[config.mk]
export PLATFORM = sky130hd
export DESIGN_NAME = imem_readback
export DESIGN_NICKNAME = d
export VERILOG_FILES = /design/src/rtl/imem_readback.sv
export SDC_FILE = /design/constraint.sdc
export NUM_CORES = 1
export LEC_CHECK = 0
export BUFFER_PORTS_ARGS = -buffer_cell sky130_fd_sc_hd__clkbuf_2
export CAP_MARGIN = 20
export CELL_PAD_IN_SITES_DETAIL_PLACEMENT = 2
export CELL_PAD_IN_SITES_GLOBAL_PLACEMENT = 2
export CORE_MARGIN = 2
export CORE_UTILIZATION = 37
export CTS_CLUSTER_DIAMETER = 120
export DETAILED_ROUTE_END_ITERATION = 10
export PLACE_DENSITY_LB_ADDON = 0.05
export SYNTH_ARGS = -nofsm -noshare
export SYNTH_HDL_FRONTEND = slang
export SYNTH_SLANG_ARGS = --single-unit
export TNS_END_PERCENT = 50
[constraint.sdc]
create_clock -name clk -period 3.9 [get_ports clk]
set_input_delay 0.195 -clock clk [delete_from_list [all_inputs] [get_ports clk]]
set_output_delay 0.195 -clock clk [all_outputs]
set_load 0.05 [all_outputs]
[src/rtl/imem_readback.sv]
// Instruction-memory dump engine: reads a word range from IMEM and streams each word
// little-endian over an 8N1 UART transmitter, with range checking and byte-boundary abort.
module imem_readback #(
   parameter int unsigned BAUD_RATE  = 115200,
   parameter int unsigned CLK_FREQ   = 100_000_000,
   parameter int unsigned IMEM_DEPTH = 1024
) (
   input  logic        clk,
   input  logic        rst_n,
   input  logic        start,
   input  logic        abort,
   input  logic [9:0]  start_addr,
   input  logic [10:0] word_count,
   output logic        imem_rd_en,
   output logic [9:0]  imem_rd_addr,
   input  logic [31:0] imem_rd_data,
   output logic        uart_tx,
   output logic        busy,
   output logic        dump_done,
   output logic        dump_error
);

   localparam int unsigned ClksPerBit = CLK_FREQ / BAUD_RATE;
   localparam int unsigned CntW       = (ClksPerBit > 1) ? $clog2(ClksPerBit) : 1;
   localparam logic [CntW-1:0] CntLast = CntW'(ClksPerBit - 1);
   localparam logic [11:0] DepthW      = 12'(IMEM_DEPTH);

   typedef enum logic [2:0] {StIdle, StFetch, StLatch, StSend, StNext} state_e;

   state_e          state_q;
   logic [CntW-1:0] clk_cnt_q;
   logic [3:0]      bit_idx_q;   // 0 = start bit, 1..8 = data, 9 = stop bit
   logic [1:0]      byte_idx_q;
   logic [10:0]     remaining_q;
   logic [31:0]     shreg_q;
   logic            abort_q;

   logic [11:0] range_end;
   logic        abort_hit;

   assign range_end = {2'b00, start_addr} + {1'b0, word_count};
   assign abort_hit = abort_q | abort;

   always_ff @(posedge clk or negedge rst_n) begin
      if (!rst_n) begin
         state_q      <= StIdle;
         clk_cnt_q    <= '0;
         bit_idx_q    <= '0;
         byte_idx_q   <= '0;
         remaining_q  <= '0;
         shreg_q      <= '0;
         abort_q      <= 1'b0;
         imem_rd_en   <= 1'b0;
         imem_rd_addr <= '0;
         uart_tx      <= 1'b1;
         busy         <= 1'b0;
         dump_done    <= 1'b0;
         dump_error   <= 1'b0;
      end else begin
         if (busy && abort) abort_q <= 1'b1;

         unique case (state_q)
            StIdle: begin
               if (start && !abort) begin
                  dump_done  <= 1'b0;
                  dump_error <= 1'b0;
                  if (range_end > DepthW) begin
                     dump_error <= 1'b1;
                  end else if (word_count == 11'd0) begin
                     dump_done <= 1'b1;
                  end else begin
                     imem_rd_addr <= start_addr;
                     remaining_q  <= word_count;
                     busy         <= 1'b1;
                     imem_rd_en   <= 1'b1;
                     state_q      <= StFetch;
                  end
               end
            end

            StFetch: begin
               imem_rd_en <= 1'b0;
               if (abort_hit) begin
                  state_q <= StIdle;
                  busy    <= 1'b0;
                  abort_q <= 1'b0;
               end else begin
                  state_q <= StLatch;
               end
            end

            StLatch: begin
               if (abort_hit) begin
                  state_q <= StIdle;
                  busy    <= 1'b0;
                  abort_q <= 1'b0;
               end else begin
                  shreg_q    <= imem_rd_data;
                  uart_tx    <= 1'b0;
                  clk_cnt_q  <= '0;
                  bit_idx_q  <= '0;
                  byte_idx_q <= '0;
                  state_q    <= StSend;
               end
            end

            StSend: begin
               if (clk_cnt_q != CntLast) begin
                  clk_cnt_q <= clk_cnt_q + CntW'(1);
               end else begin
                  clk_cnt_q <= '0;
                  if (bit_idx_q == 4'd9) begin
                     // Byte boundary: the only place a pending abort may take effect.
                     if (abort_hit) begin
                        state_q <= StIdle;
                        busy    <= 1'b0;
                        abort_q <= 1'b0;
                     end else if (byte_idx_q == 2'd3) begin
                        state_q <= StNext;
                     end else begin
                        byte_idx_q <= byte_idx_q + 2'd1;
                        bit_idx_q  <= 4'd0;
                        uart_tx    <= 1'b0;
                     end
                  end else begin
                     bit_idx_q <= bit_idx_q + 4'd1;
                     if (bit_idx_q == 4'd8) begin
                        uart_tx <= 1'b1;
                     end else begin
                        uart_tx <= shreg_q[0];
                        shreg_q <= {1'b0, shreg_q[31:1]};
                     end
                  end
               end
            end

            StNext: begin
               remaining_q  <= remaining_q - 11'd1;
               imem_rd_addr <= imem_rd_addr + 10'd1;
               if (abort_hit) begin
                  state_q <= StIdle;
                  busy    <= 1'b0;
                  abort_q <= 1'b0;
               end else if (remaining_q == 11'd1) begin
                  dump_done <= 1'b1;
                  busy      <= 1'b0;
                  state_q   <= StIdle;
               end else begin
                  imem_rd_en <= 1'b1;
                  state_q    <= StFetch;
               end
            end

            default: begin
               state_q <= StIdle;
            end
         endcase
      end
   end

endmodule

# After elaboration in Yosys (flattened, before gate mapping)
# Index checks and enable logic that the tools add are counted.
[op_classes]
addsub = 6
order_cmp = 1
eq_ne = 26
mux = 71
bitwise_logic = 1
reduce_logical = 21
[ops]
columns = ["cell", "count"]
rows = [
  ["32-bit two-way mux", 4],
  ["32-bit one-hot mux with 2 select lines", 1],
  ["10-bit two-way mux", 5],
  ["10-bit one-hot mux with 2 select lines", 2],
  ["11-bit two-way mux", 3],
  ["1-bit two-way mux", 28],
  ["2-bit inequality test (second input constant)", 13],
  ["11-bit one-hot mux with 2 select lines", 1],
  ["3-bit two-way mux", 7],
  ["10-bit by 1-bit adder with 10-bit output (second input constant)", 2],
  ["4-bit two-way mux", 5],
  ["6-bit AND reduction", 3],
  ["3-bit one-hot mux with 5 select lines", 1],
  ["2-bit two-way mux", 7],
  ["10-bit by 11-bit adder with 12-bit output", 1],
  ["12-bit by 11-bit greater-than comparator with 1-bit output (second input constant)", 1],
  ["3-bit inequality test (second input constant)", 4],
  ["11-bit by 1-bit equality test with 1-bit output (second input constant)", 1],
  ["11-bit zero test", 1],
  ["11-bit by 1-bit subtractor with 11-bit output (second input constant)", 1],
  ["10-bit inequality test (second input constant)", 1],
  ["5-bit AND reduction", 2],
  ["4-bit equality test (second input constant)", 2],
  ["4-bit one-hot mux with 2 select lines", 1],
  ["22 further kinds", 29],
]
[totals]
register_bits = 78
in_bits = 57
out_inout_bits = 15

# Logic depth before layout (Yosys ltp)
[logic_depth]
word_depth = 6
ltp_mapped = 12

# Worst setup path after synthesis
# No wires, ideal clock.
[synth_timing]
kind = "in2reg"
start = "input port start_addr[0]"
end = "register remaining_q[2]"
setup_time_ps = 126
arrival_ps = 2371
required_time_ps = 3774
setup_slack_ps = 1403
path_stages = 11
path_buffers = 0
path_cell_list = "ha_1 inv_1 fa_1 nand2b_1 a211oi_1 o311a_1 o21bai_1 a31oi_4 o21ai_2 o21ai_2 a221o_1"
[synth_between]
elab_chain_len = 4
[synth_lines]
columns = ["element", "line_no", "rtl"]
rows = [
  ["from (decl)", "12", "input logic [9:0] start_addr,"],
  ["10-bit by 11-bit adder with 12-bit output", "41", "assign range_end = {2'b00, start_addr} + {1'b0, word_count};"],
  ["12-bit by 11-bit greater-than comparator with 1-bit output", "67", "if (range_end > DepthW) begin"],
  ["2-bit inequality test (no source line)", "--", ""],
  ["4-bit AND reduction (no source line)", "--", ""],
  ["to (signal assigned)", "73", "remaining_q <= word_count;"],
  ["to (signal assigned)", "138", "remaining_q <= remaining_q - 11'd1;"],
  ["to (decl)", "34", "logic [10:0] remaining_q;"],
]
# No other way between the ends.
# A chain may end at the register's enable or synchronous reset.

# Worst setup path in the final report
[layout_timing]
start = "register state_q[2]"
end = "register shreg_q[13]"
[layout_between]
elab_chain_len = 3
elab_cells_between_ends = 9
classes_between = "eq/ne (6); mux (1); reduce/logical (2)"
[layout_lines]
columns = ["element", "line_no", "rtl"]
rows = [
  ["from (decl)", "30", "state_e state_q;"],
  ["from (signal assigned)", "46", "state_q <= StIdle;"],
  ["from (signal assigned)", "76", "state_q <= StFetch;"],
  ["from (signal assigned)", "84", "state_q <= StIdle;"],
  ["3-bit by 2-bit equality test with 1-bit output", "62", "unique case (state_q)"],
  ["2-bit inequality test (no source line) or 2-bit nonzero test (tied branches)", "--", ""],
  ["5-bit AND reduction (no source line)", "--", ""],
  ["to (signal assigned)", "98", "shreg_q <= imem_rd_data;"],
  ["to (signal assigned)", "131", "shreg_q <= {1'b0, shreg_q[31:1]};"],
  ["to (decl)", "35", "logic [31:0] shreg_q;"],
]
# Parallel ways exist; a longest one is shown, timed or not.

==> summary.md <==
| Metric | Value |
|---|---|
| Status | `finished clean` |
| First drt pass iteration count | `4` |
| Yosys reg bits | `78` |
| Critical Path End Type | `flop` |
| Leading area contributor after synthesis | `dfrtp_1` |
| Initial drt markers | `~240` |
| Global-route wire length before repair | `between 20,000 and 25,000 um` |
| Sum Neg Setup Slack | `0 ps` |
| Die X | `116.9 um` |
| Worst Hold Path EP | `shreg_q[31]` |
| Buf+Inv Stages, Crit Path | `3` |
| WL/cell | `between 15 and 20 um` |
| Pin count of the biggest net entering global routing | `79` |
| Unrepaired setup endpoints after global routing | `no` |
| Core ar. | `about 0.013 mm2` |
| Die Y | `116.9 um` |
| Design Area, Final | `around 0.0055 mm2` |
| Area added between synthesis and finish | `17.63%` |
| Cell Area, Synth | `roughly 0.0047 mm2` |
| Initial antenna violation count | `0` |
| Slew @ Worst Pin | `slightly above 1000 ps` |
| Utilization after layout | `~44%` |
| Clock-pin slew on the worst setup and hold paths | `around 60 ps` |
| Primary FF master, synth | `dfrtp_1` |
| CTS tree | `done` |
| Clk_skew | `between 8 and 9 ps` |
| Reg2reg setup slack | `about 830 ps` |
| Hold_buf cts | `0` |
| Routing usage on met2 | `around 40%` |
| Most used routing layer | `met2` |
| Mapped Nets | `647` |
| Worst path max stage delay | `approximately 550 ps` |
| Synth warnings | `0` |
| Max Buffers Root-to-Sink | `2` |
| Critical path class | `flop to flop` |
| CP max stage cell | `a21oi_1` |
| Clock buffer count from CTS | `9` |
| Proportion of layout cells with a drive suffix above 1 | `16.98%` |
| DRC violations left | `0` |
| Die area | `approximately 0.014 mm2` |
| Post-Layout Cell Count | `roughly 810` |
| Initial core utilization | `between 30% and 40%` |
| Min-delay src | `imem_rd_data[31]` |
| Number of global-route vias before repair | `between 4k and 5k` |
| Final nets | `707` |
| Remaining Overflow, GRT | `0` |
| Gate Count Post-Synth | `about 570` |
| Tmin final | `between 3000 and 4000 ps` |
| Synth top area share | `40.88%` |
| Final HPWL DP | `about 11,000 um` |
| Relative slew slack | `between 30% and 40%` |
| Via/cell ratio | `5.619` |
| Antenna diodes | `0` |
| Crit path cell chain | `buf_4 -> inv_1 -> nand3_1 -> a21oi_1 -> a21oi_1 -> nor2_4 -> buf_4 -> nor2_1 -> a31oi_1` |
| Most frequent cells in the layout | `nand2_1, dfrtp_1, nor2_1, clkbuf_2, o21ai_0` |
| Largest cells by area after synthesis | `dfrtp_1, nand2_1, nor2_1` |
| Post_cts resized | `0` |
| Fin. Hold Viols | `0` |
| Final setup fails | `0` |
| Crit-path max FO | `62` |
| CTS Sinks | `78` |
| Pleak | `2.379 nW` |
| Hold crit path type | `primary input to flop` |
| RR Startpoint | `state_q[2]` |
| FP Rows | `just over 40` |
| H-tree Lvls | `3` |
| Reg-to-Reg End | `shreg_q[13]` |
| PortBufs | `71` |
| Startpoint types | `flop` |
| WP depth | `9` |
| Async SR Flop Fraction | `100.0%` |
| Max Cap Violations | `0` |
| Peak supply drop | `0.0001634 V` |
| Hold depth | `3` |
| Via count | `4,540` |
| EDFF count, synth | `0` |
| Reg2Reg Depth | `9` |
| CP delay by family, top | `compound AO/OA/AOI/OAI gates` |
| Final ANT Viol Nets | `0` |
| DP Area | `about 0.0052 mm2` |
| # Post-CTS Setup Buffers | `0` |
| Final RePlAce weighted congestion | `~0.88` |
| Met1 Use GR | `about 31%` |
| Drt total wl | `15,160 um` |
| PwrDens | `roughly 330 mW/mm2` |
| Mapped Avg Cell Area | `about 8.3 um2` |
| Worst EP arrival | `about 3300 ps` |
| Fin. max-slew vios | `0` |
| Clk root buf | `clkbuf_16` |
| Grt met3 use | `approximately 3.5%` |
| Sequential share of the synthesized area | `between 40% and 50%` |
| Fin crit share | `78.77%` |
| FMAX | `between 300 and 400 MHz` |
| GRT Overall Usage | `approximately a quarter` |
| Ports | `around 70` |
| Clk_lat worst skew | `~340 ps` |
| Worst EP required | `4160 ps` |
| Distinct cells, synth | `between 60 and 70` |
| Most common cell after layout, fill and taps aside | `nand2_1` |
| Placed Cells | `just under 800` |
-- worst register-to-register path: stages (launching register included) --
cell     delay (ps)
dfrtp_1         470
buf_4           240
inv_1           100
nand3_1         480
a21oi_1         550
a21oi_1         210
nor2_4          120
buf_4           490
nor2_1          140
a31oi_1         200
-- power by group --
| group | internal, mW | switching, mW | total [mW] |
|---|---|---|---|
| Clock | 0.482 | 0.341 | 0.822 |
| Combinational | 0.0689 | 0.103 | 0.172 |
| Sequential | 0.810 | 0.000531 | 0.811 |
-- area by class of cell --
| cell class | count | area [um2] |
|---|---|---|
| fill | 1458 | 6973 |
| clock buffer | 13 | 270.3 |
| multi-input combinational | 445 | 2572 |
| inverter | 16 | 60.06 |
| tap | 172 | 215.2 |
| timing repair buffer | 81 | 455.4 |
| clock inverter | 3 | 17.52 |
| sequential | 78 | 1953 |
-- registers in the layout, indices dropped and copies added, names as in the netlist --
register	cells
abort_q	1
bit_idx_q	4
busy	1
byte_idx_q	2
clk_cnt_q	10
dump_done	1
dump_error	1
imem_rd_addr	10
imem_rd_en	1
remaining_q	11
shreg_q	32
state_q	3
uart_tx	1
-- worst max path at each step --
stage / from / endpoint / slack [ps]
floorplan: start_addr[0] / remaining_q[2] / 1400
global placement: state_q[2] / shreg_q[3] / 940
detailed placement: state_q[2] / shreg_q[21] / 860
CTS: state_q[2] / shreg_q[13] / 790
global route: state_q[2] / shreg_q[13] / 490
finish: state_q[2] / shreg_q[13] / 830
-- stage by stage --
stage / power (mW) / setup slack, ps / hold WS (ps)
final: 1.805 / 827.9 / 54.74
after global routing: 1.872 / 490.1 / 72.08
after CTS: 1.822 / 787.8 / 48.99
after detailed placement: 0.9947 / 863.6 / 414.2
after global placement: 0.9879 / 942.0 / 411.6
after floorplan: 0.9132 / 1403 / -100.6
-- cells by family (layout without fill, tap and decap cells) --
logic type,after synthesis,count (layout),synth area share [%]
AO/OA/AOI/OAI,161,161,22.46
XOR/XNOR,8,8,1.486
adder cells (fa/ha/maj),19,19,5.203
buffers and inverters,48,113,4.141
flip-flops,78,78,41.44
multiplexers,9,9,1.991
AND/OR/NAND/NOR,248,248,23.28
-- synth_stat cells (all sizes together) (15+ instances only) --
master / number
nor3: 16
nand3: 15
clkbuf: 26
dfrtp: 77
o21ai: 50
nor2: 71
a21oi: 21
ha: 18
inv: 16
a31oi: 40
nand2: 102
-- layer usage --
| metal | up-vias | routed length (um) |
|---|---|---|
| li1 | 2163 | - |
| met1 | 2300 | 7216 |
| met2 | 61 | 7363 |
| met3 | 16 | 379 |
| met4 | 0 | 204 |
| met5 | - | 0 |
Note: power is estimated with default switching activity, not from simulation.
